===== config.mk =====
export PLATFORM = sky130hd
export DESIGN_NAME = fifo_push_pop_sched_flat
export DESIGN_NICKNAME = d
export VERILOG_FILES = /design/src/rtl/fifo_push_pop_sched_pkg.sv /design/src/rtl/fifo_push_pop_sched_if.sv /design/src/rtl/fifo_push_pop_sched_rr_pick.sv /design/src/rtl/fifo_push_pop_sched.sv /design/src/flat_wrapper.sv
export SDC_FILE = /design/constraint.sdc
export NUM_CORES = 1
export LEC_CHECK = 0
export ABC_AREA = 1
export ABC_CLOCK_PERIOD_IN_PS = 3300
export BUFFER_PORTS_ARGS = -buffer_cell sky130_fd_sc_hd__buf_2
export CAP_MARGIN = 20
export CORE_MARGIN = 5
export CORE_UTILIZATION = 50
export CTS_CLUSTER_DIAMETER = 60
export DETAILED_ROUTE_END_ITERATION = 8
export PLACE_DENSITY = 0.77
export SYNTH_ARGS = -nofsm -noshare
export SYNTH_HDL_FRONTEND = slang
export SYNTH_HIERARCHICAL = 1
export SYNTH_SLANG_ARGS = --single-unit

===== constraint.sdc =====
create_clock -name clk -period 3.3 [get_ports clk]
set_input_delay 0.165 -clock clk [delete_from_list [all_inputs] [get_ports clk]]
set_output_delay 0.165 -clock clk [all_outputs]
set_load 0.02 [all_outputs]

===== src/rtl/fifo_push_pop_sched_pkg.sv =====
// Shared types and default sizing for the FIFO push/pop scheduler.
package fifo_sched_pkg;

  typedef enum logic [1:0] {
    OP_IDLE,
    OP_PUSH,
    OP_POP
  } sched_op_t;

  localparam int DEF_NUM_REQ = 4;
  localparam int DEF_DATA_W  = 4;
  localparam int DEF_DEPTH   = 4;

endpackage


===== src/rtl/fifo_push_pop_sched_if.sv =====
// Producer/consumer handshake and FIFO pin bundle seen by the scheduler.
interface fifo_push_pop_sched_if
  import fifo_sched_pkg::*;
#(
  parameter int NUM_REQ = DEF_NUM_REQ,
  parameter int DATA_W  = DEF_DATA_W,
  parameter int DEPTH   = DEF_DEPTH
);

  localparam int OCC_W = $clog2(DEPTH + 1);

  logic [NUM_REQ-1:0]        req;
  logic [NUM_REQ*DATA_W-1:0] req_data;
  logic [NUM_REQ-1:0]        gnt;
  logic                      pop_req;
  logic                      pop_ack;
  logic                      fifo_push;
  logic                      fifo_pop;
  logic [DATA_W-1:0]         fifo_data_in;
  logic [OCC_W-1:0]          occupancy;
  logic                      sched_full;
  logic                      sched_empty;

  modport master (
    input  req, req_data, pop_req,
    output gnt, pop_ack, fifo_push, fifo_pop, fifo_data_in,
           occupancy, sched_full, sched_empty
  );

  modport slave (
    output req, req_data, pop_req,
    input  gnt, pop_ack, fifo_push, fifo_pop, fifo_data_in,
           occupancy, sched_full, sched_empty
  );

endinterface


===== src/rtl/fifo_push_pop_sched_rr_pick.sv =====
// Combinational round-robin picker: first set request at or after ptr, with wrap.
module rr_pick #(
  parameter  int NUM_REQ = 4,
  localparam int PTR_W   = $clog2(NUM_REQ)
) (
  input  logic [NUM_REQ-1:0] req,
  input  logic [PTR_W-1:0]   ptr,
  output logic [NUM_REQ-1:0] onehot,
  output logic [PTR_W-1:0]   idx,
  output logic               found
);

  logic [PTR_W-1:0] cand;

  always_comb begin
    onehot = '0;
    idx    = '0;
    found  = 1'b0;
    cand   = '0;
    for (int k = 0; k < NUM_REQ; k++) begin
      cand = PTR_W'((int'(ptr) + k) % NUM_REQ);
      if (!found && req[cand]) begin
        found        = 1'b1;
        idx          = cand;
        onehot[cand] = 1'b1;
      end
    end
  end

endmodule


===== src/rtl/fifo_push_pop_sched.sv =====
// Push/pop scheduler for a shared FIFO; never strobes push and pop together.
// Define FIFO_SCHED_POP_PRIO_EN to give pops strict priority over pushes.
module fifo_push_pop_sched
  import fifo_sched_pkg::*;
#(
  parameter int NUM_REQ = DEF_NUM_REQ,
  parameter int DATA_W  = DEF_DATA_W,
  parameter int DEPTH   = DEF_DEPTH
) (
  input logic                   clk,
  input logic                   reset,
  fifo_push_pop_sched_if.master bus
);

  localparam int PTR_W = $clog2(NUM_REQ);
  localparam int OCC_W = $clog2(DEPTH + 1);

  logic [PTR_W-1:0]   ptr_q;
  sched_op_t          last_op_q;
  logic [OCC_W-1:0]   occ_q;
  logic [NUM_REQ-1:0] gnt_q;
  logic               pop_ack_q;
  logic               push_q;
  logic               pop_q;
  logic [DATA_W-1:0]  data_q;

  logic [NUM_REQ-1:0] eligible;
  logic [NUM_REQ-1:0] pick_onehot;
  logic [PTR_W-1:0]   pick_idx;
  logic               pick_found;
  logic               push_ok;
  logic               pop_ok;
  sched_op_t          op;
  logic [PTR_W-1:0]   next_ptr;

  // A requester still holding req in its grant cycle must not win twice.
  assign eligible = bus.req & ~gnt_q;

  rr_pick #(.NUM_REQ(NUM_REQ)) u_pick (
    .req    (eligible),
    .ptr    (ptr_q),
    .onehot (pick_onehot),
    .idx    (pick_idx),
    .found  (pick_found)
  );

  always_comb begin
    push_ok  = pick_found && (occ_q < OCC_W'(DEPTH));
    pop_ok   = bus.pop_req && (occ_q != '0) && !pop_ack_q;
    op       = OP_IDLE;
    next_ptr = (pick_idx == PTR_W'(NUM_REQ - 1)) ? '0 : pick_idx + PTR_W'(1);
`ifdef FIFO_SCHED_POP_PRIO_EN
    if (pop_ok)
      op = OP_POP;
    else if (push_ok)
      op = OP_PUSH;
`else
    if (push_ok && pop_ok)
      op = (last_op_q == OP_PUSH) ? OP_POP : OP_PUSH;
    else if (push_ok)
      op = OP_PUSH;
    else if (pop_ok)
      op = OP_POP;
`endif
  end

  always_ff @(posedge clk) begin
    if (reset) begin
      ptr_q     <= '0;
      last_op_q <= OP_POP;
      occ_q     <= '0;
      gnt_q     <= '0;
      pop_ack_q <= 1'b0;
      push_q    <= 1'b0;
      pop_q     <= 1'b0;
      data_q    <= '0;
    end else begin
      gnt_q     <= '0;
      pop_ack_q <= 1'b0;
      push_q    <= 1'b0;
      pop_q     <= 1'b0;
      case (op)
        OP_PUSH: begin
          gnt_q     <= pick_onehot;
          push_q    <= 1'b1;
          data_q    <= bus.req_data[pick_idx*DATA_W +: DATA_W];
          ptr_q     <= next_ptr;
          occ_q     <= occ_q + OCC_W'(1);
          last_op_q <= OP_PUSH;
        end
        OP_POP: begin
          pop_ack_q <= 1'b1;
          pop_q     <= 1'b1;
          occ_q     <= occ_q - OCC_W'(1);
          last_op_q <= OP_POP;
        end
        default: ;
      endcase
    end
  end

  assign bus.gnt          = gnt_q;
  assign bus.pop_ack      = pop_ack_q;
  assign bus.fifo_push    = push_q;
  assign bus.fifo_pop     = pop_q;
  assign bus.fifo_data_in = data_q;
  assign bus.occupancy    = occ_q;
  assign bus.sched_full   = (occ_q == OCC_W'(DEPTH));
  assign bus.sched_empty  = (occ_q == '0);

endmodule


===== src/flat_wrapper.sv =====
// flat-port wrapper written by rule: the top's interface ports become plain ports
module fifo_push_pop_sched_flat import fifo_sched_pkg::*;
#(
  parameter int NUM_REQ = DEF_NUM_REQ,
  parameter int DATA_W  = DEF_DATA_W,
  parameter int DEPTH   = DEF_DEPTH
)
  (clk, reset, bus_req, bus_req_data, bus_pop_req, bus_gnt, bus_pop_ack, bus_fifo_push, bus_fifo_pop, bus_fifo_data_in, bus_occupancy, bus_sched_full, bus_sched_empty);
  fifo_push_pop_sched_if #(.NUM_REQ(NUM_REQ), .DATA_W(DATA_W), .DEPTH(DEPTH)) bus_i ();
  input logic clk;
  input logic reset;
  input wire logic [$bits(bus_i.req)-1:0] bus_req;
  input wire logic [$bits(bus_i.req_data)-1:0] bus_req_data;
  input wire logic [$bits(bus_i.pop_req)-1:0] bus_pop_req;
  output wire logic [$bits(bus_i.gnt)-1:0] bus_gnt;
  output wire logic [$bits(bus_i.pop_ack)-1:0] bus_pop_ack;
  output wire logic [$bits(bus_i.fifo_push)-1:0] bus_fifo_push;
  output wire logic [$bits(bus_i.fifo_pop)-1:0] bus_fifo_pop;
  output wire logic [$bits(bus_i.fifo_data_in)-1:0] bus_fifo_data_in;
  output wire logic [$bits(bus_i.occupancy)-1:0] bus_occupancy;
  output wire logic [$bits(bus_i.sched_full)-1:0] bus_sched_full;
  output wire logic [$bits(bus_i.sched_empty)-1:0] bus_sched_empty;
  assign bus_i.req = bus_req;
  assign bus_i.req_data = bus_req_data;
  assign bus_i.pop_req = bus_pop_req;
  assign bus_gnt = bus_i.gnt;
  assign bus_pop_ack = bus_i.pop_ack;
  assign bus_fifo_push = bus_i.fifo_push;
  assign bus_fifo_pop = bus_i.fifo_pop;
  assign bus_fifo_data_in = bus_i.fifo_data_in;
  assign bus_occupancy = bus_i.occupancy;
  assign bus_sched_full = bus_i.sched_full;
  assign bus_sched_empty = bus_i.sched_empty;
  fifo_push_pop_sched #(.NUM_REQ(NUM_REQ), .DATA_W(DATA_W), .DEPTH(DEPTH)) u_core (.clk(clk), .reset(reset), .bus(bus_i));
endmodule

Yosys cells after proc, flatten, opt, wreduce, memory -nomap -nowiden
Index checks and enable logic that the tools add are counted.

Add/sub/neg operators: 6. Magnitude comparators: 9. Equality and inequality tests: 5. Shift-type cells: 1. Muxes and demuxes: 37. Bitwise operators: 6. Reductions and logical operators: 19.

Operator list (number): 2-bit 2-to-1 mux (9); 4-bit 2-to-1 mux (4); 16-bit by 5-bit indexed part select with 4-bit output (1); 1-bit 2-to-1 mux (14); 2-bit by 3-bit less-than comparator with 1-bit output, second input constant (4); 4-bit bitwise OR (3); 1-bit logical AND (11); 1-bit binary-select mux with 2-bit select (4); 1-bit demux with 2-bit select (4); 2-bit by 1-bit greater-or-equal comparator with 1-bit output, second input constant (4); 3-bit one-hot mux with 2 select lines (1); 2-bit by 1-bit adder with 2-bit output, second input constant (2); 2-bit adder, second input constant (2); 4-bit bitwise AND (1); 2-bit by 1-bit equality test with 1-bit output, second input constant (2); 2-bit equality test, second input constant (2); 1-bit logical NOT (4); 4-bit inverter (1); 2-bit one-hot mux with 2 select lines (1); 3-bit by 1-bit adder with 3-bit output, second input constant (1); 3-bit equality test, second input constant (1); 3-bit logical NOT (1); 3-bit less-than comparator, second input constant (1); 3-bit nonzero test (1); other kinds (4) (4).

Register bits after elaboration: 17. Input port bits: 23. Output and inout bits: 16. Word-level logic and storage cells: 90.

Longest topological paths before layout
Gate-level depths: netlist (run 1).

Word-level depth: 20. Mapped depth: 20. Mapped depth without buffers: 19.

Modules after synthesis
Netlist (run 1), hierarchy kept.

Modules (own cells, without submodules): fifo_push_pop_sched (instances 1, cells an instance 120, area each 924.6 um2, seq. area each 340.3 um2); rr_pick (instances 1, cells an instance 74, area each 440.4 um2, seq. area each 0.0 um2).

Worst setup path after synthesis (run 1)
Ideal clock, no wire load.

Path kind: reg-to-reg. Start: register u_core.ptr_q[0]. End: register u_core.occ_q[2], in the netlist u_core/bus.occupancy[2]. Library setup time: 0.115 ns. Data arrival time: 2.471 ns. Path slack: 0.714 ns. Stages on the path, launching flop included: 19. Period minus slack after synthesis: 2.586 ns. Path through: dfxtp_1 -> inv_2 -> ha_1 -> inv_1 -> nand2_1 -> nand2_2 -> nor2_4 -> buf_6 -> nand4_1 -> inv_1 -> nor2_4 -> nand2_4 -> nand3_4 -> xor2_1 -> ha_1 -> nor2_1 -> nand2_1 -> a21oi_1 -> nor2_1.

Word-level cells in the longest chain between the ends: 17. Elaborated cells on any way between the ends: 29. Those cells by class: add/sub: 3; eq/ne: 2; mux: 15; reduce/logical: 9.

Ends and longest elaborated chain: start, declared (line fifo_push_pop_sched.sv:18) `logic [PTR_W-1:0] ptr_q;`; start signal, assigned (line fifo_push_pop_sched.sv:87) `ptr_q <= next_ptr;`; parallel branches: the longest is 11 deep, another holds 2-bit by 1-bit adder with 2-bit output; 1-bit 2-to-1 mux (*) (line fifo_push_pop_sched_rr_pick.sv:22) `if (!found && req[cand]) begin`; net u_core.pick_found (line fifo_push_pop_sched.sv:30) `logic pick_found;`; 1-bit logical AND (*) (line fifo_push_pop_sched.sv:48) `push_ok = pick_found && (occ_q < OCC_W'(DEPTH));`; 2-bit 2-to-1 mux / 1-bit logical AND (equally long branches) (line fifo_push_pop_sched.sv:60, fifo_push_pop_sched.sv:58); 2-bit 2-to-1 mux (*) (line fifo_push_pop_sched.sv:58) `if (push_ok && pop_ok)`; 2-bit equality test / 2-bit by 1-bit equality test with 1-bit output (equally long branches) (line fifo_push_pop_sched.sv:82) `case (op)`; 3-bit one-hot mux with 2 select lines / 2-bit nonzero test (equally long branches); end signal, assigned (line fifo_push_pop_sched.sv:88) `occ_q <= occ_q + OCC_W'(1);`; end signal, assigned (line fifo_push_pop_sched.sv:94) `occ_q <= occ_q - OCC_W'(1);`; end, declared (line fifo_push_pop_sched.sv:20) `logic [OCC_W-1:0] occ_q;`.

Mark *: on every way through the listed nets, which the timed path passes. The select of a mux whose other input is x is not followed. A chain may end at the register's enable or synchronous reset.

Worst setup path in the final report (run 1)
Ends and elaborated chain as after synthesis.

==> flow_summary.toml, run 1 <==
[timing]
fin_crit_sh = 0.876
worstMarginPinSlew_ns = 0.394
hold_ws_ns = 0.168
fmax_mhz = 346
slew_headroom = 0.736
rsz0062_at_grt = "no"
hold_viol = 0
fin_worst_skew_ns = 0.00262
finalSetupViolCount = 0
drv_slew = 0
setup-tns-final_ns = 0
fin_crit_ns = 2.89

[clock_tree]
cts_tree = "yes"
cts_root_buf = "clkbuf_4"
cts_sinks = 17
postCtsResizedCells = 0
cts_hold_buf = 0
clk_pin_slew_worst_paths_ns = 0.10
clockBufferDepth = 2
numCtsBuffers = 3
h-tree-depth = 1
clkLatencyLatePin_ns = 0.29
cts_setup_buffers = 0

[drt]
finalWirelength_um = 3170
wl_per_cell_um = 12.0
drt-initial-drc-count = 66
drtAntennaViolNets = 0
dr_total_vias = 1346
viasPerCell = 5.10
drt_pre_antenna_iters = 5
drcViolationCount = 0

[logic_synthesis]
ys_seq_area_frac = 0.249
netlist_instances = 194
syn_avg_cell_area_um2 = 7.04
yosysUniqueCellTypes = 26
ys_warn_count = 6
synth_ff_type = "dfxtp_1"
synth-edff-count = 0
ys_seq_elements = 17
syn-cell-area_mm2 = 0.00137
syn_nets = 224
yosys.area.top_type = "dfxtp_1"
netlist.area_leader.share = 0.249
synth_area_leaders = "dfxtp_1 (25%), inv_1 (7.4%), nand2_1 (6.9%)"
async_flop_share = 0

[place]
port_buffers = 38
gp_congestion = 0.972
dpl.cell_count = 260
place_hpwl_um = 2510

[floorplan]
die_area_mm2 = 0.00388
die_w_um = 62.3
placementRows = 19
fp.dieH_um = 62.3
top_level_ports = 39
start_util = 0.508
core_mm2 = 0.00269

[cells_and_area]
diodes = 0
fill_cells = 271
multi_input_area_um2 = 876
fin_cells = 264
fin_nets = 264
layout-drive-gt1-share = 0.343
area_growth_pct = 17.2
regArea_um2 = 340
mostFrequentLayoutCell = "buf_2"
final_cell_mix = "buf_2 (38), inv_1 (27), nand2_1 (25)"

[grt]
grt_pass1_wl_um = 5370
gr-total-overflow = 0
antenna_found_initial = 0
track_usage = 0.163
grt_max_degree = 14
grt_pass1_vias = 1236

[worst_setup_path]
crit_fanout = 13
crit_type = "reg2reg"
worst_setup_path_start_kind = "flip-flop"
cp-end-kind = "flip-flop"
crit_arrival_ns = 3.08
crit_required_ns = 3.49

[outcome]
status = "finished, final reports clean"

[power_and_ir_drop]
vdd_drop_max_mv = 0.897
power.density_mw_per_mm2 = 1220
power.total_mw = 1.95
leakage_nw = 0.831

[job]
drv_cap = 0

[hold_path]
min_path_type = "in2reg"
final timing paths:
| path | slack (ns) | to | startpoint | depth (start not counted) |
|---|---|---|---|---|
| worst max register to register | 0.41 | u_core/bus.occupancy[2]$_SDFFE_PP0P_ | u_core/ptr_q[0]$_SDFFE_PP0P_ | 17 |
| worst min-delay path | 0.17 | u_core/ptr_q[0]$_SDFFE_PP0P_ | reset | 2 |
| worst max-delay path | 0.41 | u_core/bus.occupancy[2]$_SDFFE_PP0P_ | u_core/ptr_q[0]$_SDFFE_PP0P_ | 17 |
| worst min register to register | 0.48 | u_core/bus.fifo_data_in[3]$_SDFFE_PP0P_ | u_core/bus.fifo_data_in[3]$_SDFFE_PP0P_ | 2 |
per-layer routing:
layer / up-vias / global-route usage / wire [µm]
li1: 708 / - / -
met1: 573 / 0.198 / 1360
met2: 63 / 0.267 / 1450
met3: 2 / 0.0649 / 347
met4: 0 / 0.0424 / 18
met5: - / 0 / 0
stage by stage:
step	instance area [µm²]	utilization	setup WS, ns
5_1_grt	1600	0.596	0.153
4_1_cts	1600	0.596	0.442
2_1_floorplan	1370	-	0.714
3_3_place_gp	1570	0.585	0.564
3_5_place_dp	1570	0.585	0.469
6_report	1600	0.596	0.409
cell usage after synthesis, types with 2 or more instances:
master,count
inv_2,2
a21boi_0,4
a21oi_1,11
nand2_1,25
nand4_1,7
ha_1,7
nand3_1,15
nand3_2,2
nand3_4,2
nor2_4,4
o21ai_0,10
nor2_1,23
nand2_2,14
a21oi_2,6
nand2_4,6
o22ai_1,4
dfxtp_1,17
inv_1,27
cells by family after synthesis:
group | count (synthesis) | synth area share
fa+ha+maj | 7 | 0.0642
compound gates | 36 | 0.161
xor+xnor | 1 | 0.00642
simple gates | 99 | 0.410
flops | 17 | 0.249
buf+inv | 34 | 0.109
registers in the layout, indices dropped and copies added (netlist names):
| name | cells |
|---|---|
| u_core/last_op_q | 2 |
| u_core/bus.fifo_push | 1 |
| u_core/bus.gnt | 4 |
| u_core/bus.fifo_pop | 1 |
| u_core/ptr_q | 2 |
| u_core/bus.fifo_data_in | 4 |
| u_core/bus.occupancy | 3 |
where the power goes:
group          switching [mW]  total, mW  internal (mW)
Combinational           0.975       1.48          0.508
Clock                  0.0668      0.112         0.0451
Sequential             0.0683      0.359          0.291
Total                    1.11       1.95          0.844
layout make-up:
class	count	share of cell area
multi-input combinational	143	0.547
sequential	17	0.213
timing repair buffer	39	0.124
inverter	30	0.0751
tap	31	0.0242
clock buffer	3	0.0141
clock inverter	1	0.00313
worst max-delay path, cell delays in order, from the launching register on:
cell,delay [ns]
dfxtp_1,0.50
inv_2,0.17
ha_1,0.39
inv_1,0.10
nand2_1,0.09
nand2_2,0.06
nor2_4,0.24
nand4_1,0.16
inv_1,0.12
nor2_4,0.05
nand2_4,0.07
nand3_4,0.10
xor2_1,0.16
ha_1,0.20
nor2_1,0.09
nand2_1,0.07
a21oi_1,0.15
nor2_1,0.06
Power figures use the tool's default switching activity.
==> inputs of run 2 (changes only) <==
Settings changed: ABC_AREA 1 to unset, PLACE_DENSITY 0.77 to 0.79.
==> flow_summary.toml, run 2 <==
[outcome]
status = "finished, final reports clean"

[power_and_ir_drop]
vdd_drop_max_mv = 0.798
leakage_nw = 0.676
clockPowerShare = 0.065
pwr-share-seq = 0.211
power.density_mw_per_mm2 = 1130
p_int_uw = 912
switchingPower_uw = 793
pwr-share-comb = 0.724
swShare = 0.465

[logic_synthesis]
async_flop_share = 0
netlist.area_leader.share = 0.276
synth_common_cells = "dfxtp_1 (17), nor2_1 (12), a22oi_1 (8)"
synth_ff_type = "dfxtp_1"
yosys.area.top_type = "dfxtp_1"
syn-cell-area_mm2 = 0.00123
syn_avg_cell_area_um2 = 10.2
synth_area_leaders = "dfxtp_1 (28%), mux4_2 (11%), ha_1 (7.1%)"
netlist_instances = 121
syn_nets = 151
synth-edff-count = 0
ys_warn_count = 6
ys_seq_elements = 17
ys_seq_area_frac = 0.276
yosysUniqueCellTypes = 40
synth_most_common_cell = "dfxtp_1"

[worst_setup_path]
crit_required_ns = 3.48
crit_type = "reg2reg"
worst_setup_path_start_kind = "flip-flop"
crit_fanout = 6
crit_arrival_ns = 3.31
cp-end-kind = "flip-flop"

[clock_tree]
numCtsBuffers = 3
clkLatencyLatePin_ns = 0.29
clk_pin_slew_worst_paths_ns = 0.10
cts_sinks = 17
cts_root_buf = "clkbuf_4"
h-tree-depth = 1
clockBufferDepth = 2
cts_tree = "yes"
cts_hold_buf = 0

[job]
drv_cap = 0

[cells_and_area]
layout-drive-gt1-share = 0.411
fin_nets = 194
mostFrequentLayoutCell = "buf_2"
diodes = 0
multi_input_area_um2 = 843
fill_cells = 208
area_growth_pct = 21.8
regArea_um2 = 342
final_cell_mix = "buf_2 (39), dfxtp_1 (16), nor2_1 (12)"

[floorplan]
die_w_um = 59.7
start_util = 0.512
fp.dieH_um = 59.7
die_area_mm2 = 0.00356
placementRows = 18
top_level_ports = 39
core_mm2 = 0.00241

[hold_path]
min_path_type = "in2reg"

[timing]
fin_ws_ns = 0.169
fin_crit_sh = 0.949
fmax_mhz = 319
worstMarginPinSlew_ns = 0.913
finalSetupViolCount = 0
rsz0062_at_grt = "no"
setup-tns-final_ns = 0
fin_worst_skew_ns = 0.00670
drv_slew = 0
slew_headroom = 0.390
fin_crit_ns = 3.13
hold_viol = 0

[drt]
drt-initial-drc-count = 44
finalWirelength_um = 2790
drcViolationCount = 0
viasPerCell = 5.75
dr_total_vias = 1109
drtAntennaViolNets = 0
wl_per_cell_um = 14.5
drt_pre_antenna_iters = 4

[place]
port_buffers = 38
pre_cts_ws_ns = -0.0000895
gp_congestion = 0.936
place_hpwl_um = 2260

[grt]
grt_max_degree = 15
gr-total-overflow = 0
antenna_found_initial = 0
grt_pass1_vias = 1015
track_usage = 0.170
grt_pass1_wl_um = 4550
-- run 2: cell types whose count changed in the layout (fill, tap and decap cells not counted), sizes merged, moves of 5 or more --
cell,before,now
and2,0,5
mux2i,0,6
nand3,19,1
buf,39,44
inv,30,6
mux4,0,8
nor2,27,12
nand4,7,0
nand2,45,3
a21oi,17,5
a22oi,0,8
nor2b,0,5
-- run 2: through the flow --
step	instance area, µm²	util	power [mW]	hold WS, ns	cells
5_1_grt	1500	0.624	1.85	0.223	193
3_5_place_dp	1450	0.602	1.56	0.484	188
4_1_cts	1480	0.614	1.68	0.195	192
2_1_floorplan	1230	-	1.32	0.244	121
6_report	1500	0.624	1.71	0.201	193
3_3_place_gp	1450	0.602	1.51	0.478	188
-- run 2: per-layer routing --
metal	wire (µm)	global-route usage	share of wire
met5	0	0	0
met4	31	0.0380	0.011
met3	260	0.0497	0.093
met2	1330	0.279	0.48
met1	1170	0.219	0.42
-- run 2: cells by family after synthesis --
| group | count (synthesis) | share of synthesized area |
|---|---|---|
| multiplexers | 17 | 0.228 |
| adder cells (fa/ha/maj) | 7 | 0.0709 |
| AO/OA/AOI/OAI | 26 | 0.146 |
| XOR/XNOR | 2 | 0.0142 |
| flip-flops | 17 | 0.276 |
| AND/OR/NAND/NOR | 40 | 0.208 |
| buffers and inverters | 12 | 0.0578 |
-- run 2: critical path: stages, from the launching register on --
cell	delay, ns
dfxtp_2	0.40
inv_1	0.10
ha_1	0.35
mux4_2	0.36
nor3_4	0.20
nand2b_1	0.12
nand2b_4	0.11
a21oi_2	0.06
nor2_1	0.18
xor2_1	0.10
ha_1	0.20
or2_2	0.28
o32ai_2	0.23
mux2_1	0.34
-- run 2: final timing paths --
kind	cells past startpoint	start	end	slack (ns)
min reg2reg	2	u_core/ptr_q[0]$_SDFFE_PP0P_	u_core/ptr_q[0]$_SDFFE_PP0P_	0.49
min	2	reset	u_core/last_op_q[0]$_SDFFE_PP0P_	0.20
max	13	u_core/ptr_q[1]$_SDFFE_PP0P_	u_core/bus.occupancy[2]$_SDFFE_PP0P_	0.17
max reg2reg	13	u_core/ptr_q[1]$_SDFFE_PP0P_	u_core/bus.occupancy[2]$_SDFFE_PP0P_	0.17
-- run 2: final cells by class --
class                   instances  share of cell area
inverters                       6              0.0150
clock buffers                   4              0.0175
multi-input cells              92               0.561
flip-flops and latches         17               0.227
well taps                      30              0.0250
repair buffers                 44               0.155
-- run 2: power by group through the flow --
stage / Combinational [mW] / Sequential (mW) / Clock (mW)
finish: 1.23 / 0.360 / 0.110
global route: 1.36 / 0.373 / 0.123
CTS: 1.20 / 0.359 / 0.116
detailed placement: 1.20 / 0.363 / 0
global placement: 1.16 / 0.357 / 0
floorplan: 0.881 / 0.435 / 0
-- run 2: what timing repair did --
item,4_1_cts,5_1_grt
gates resized for setup,1,5
setup buffers,0,0
endpoints found under the setup margin,1,1
pin swaps,0,1
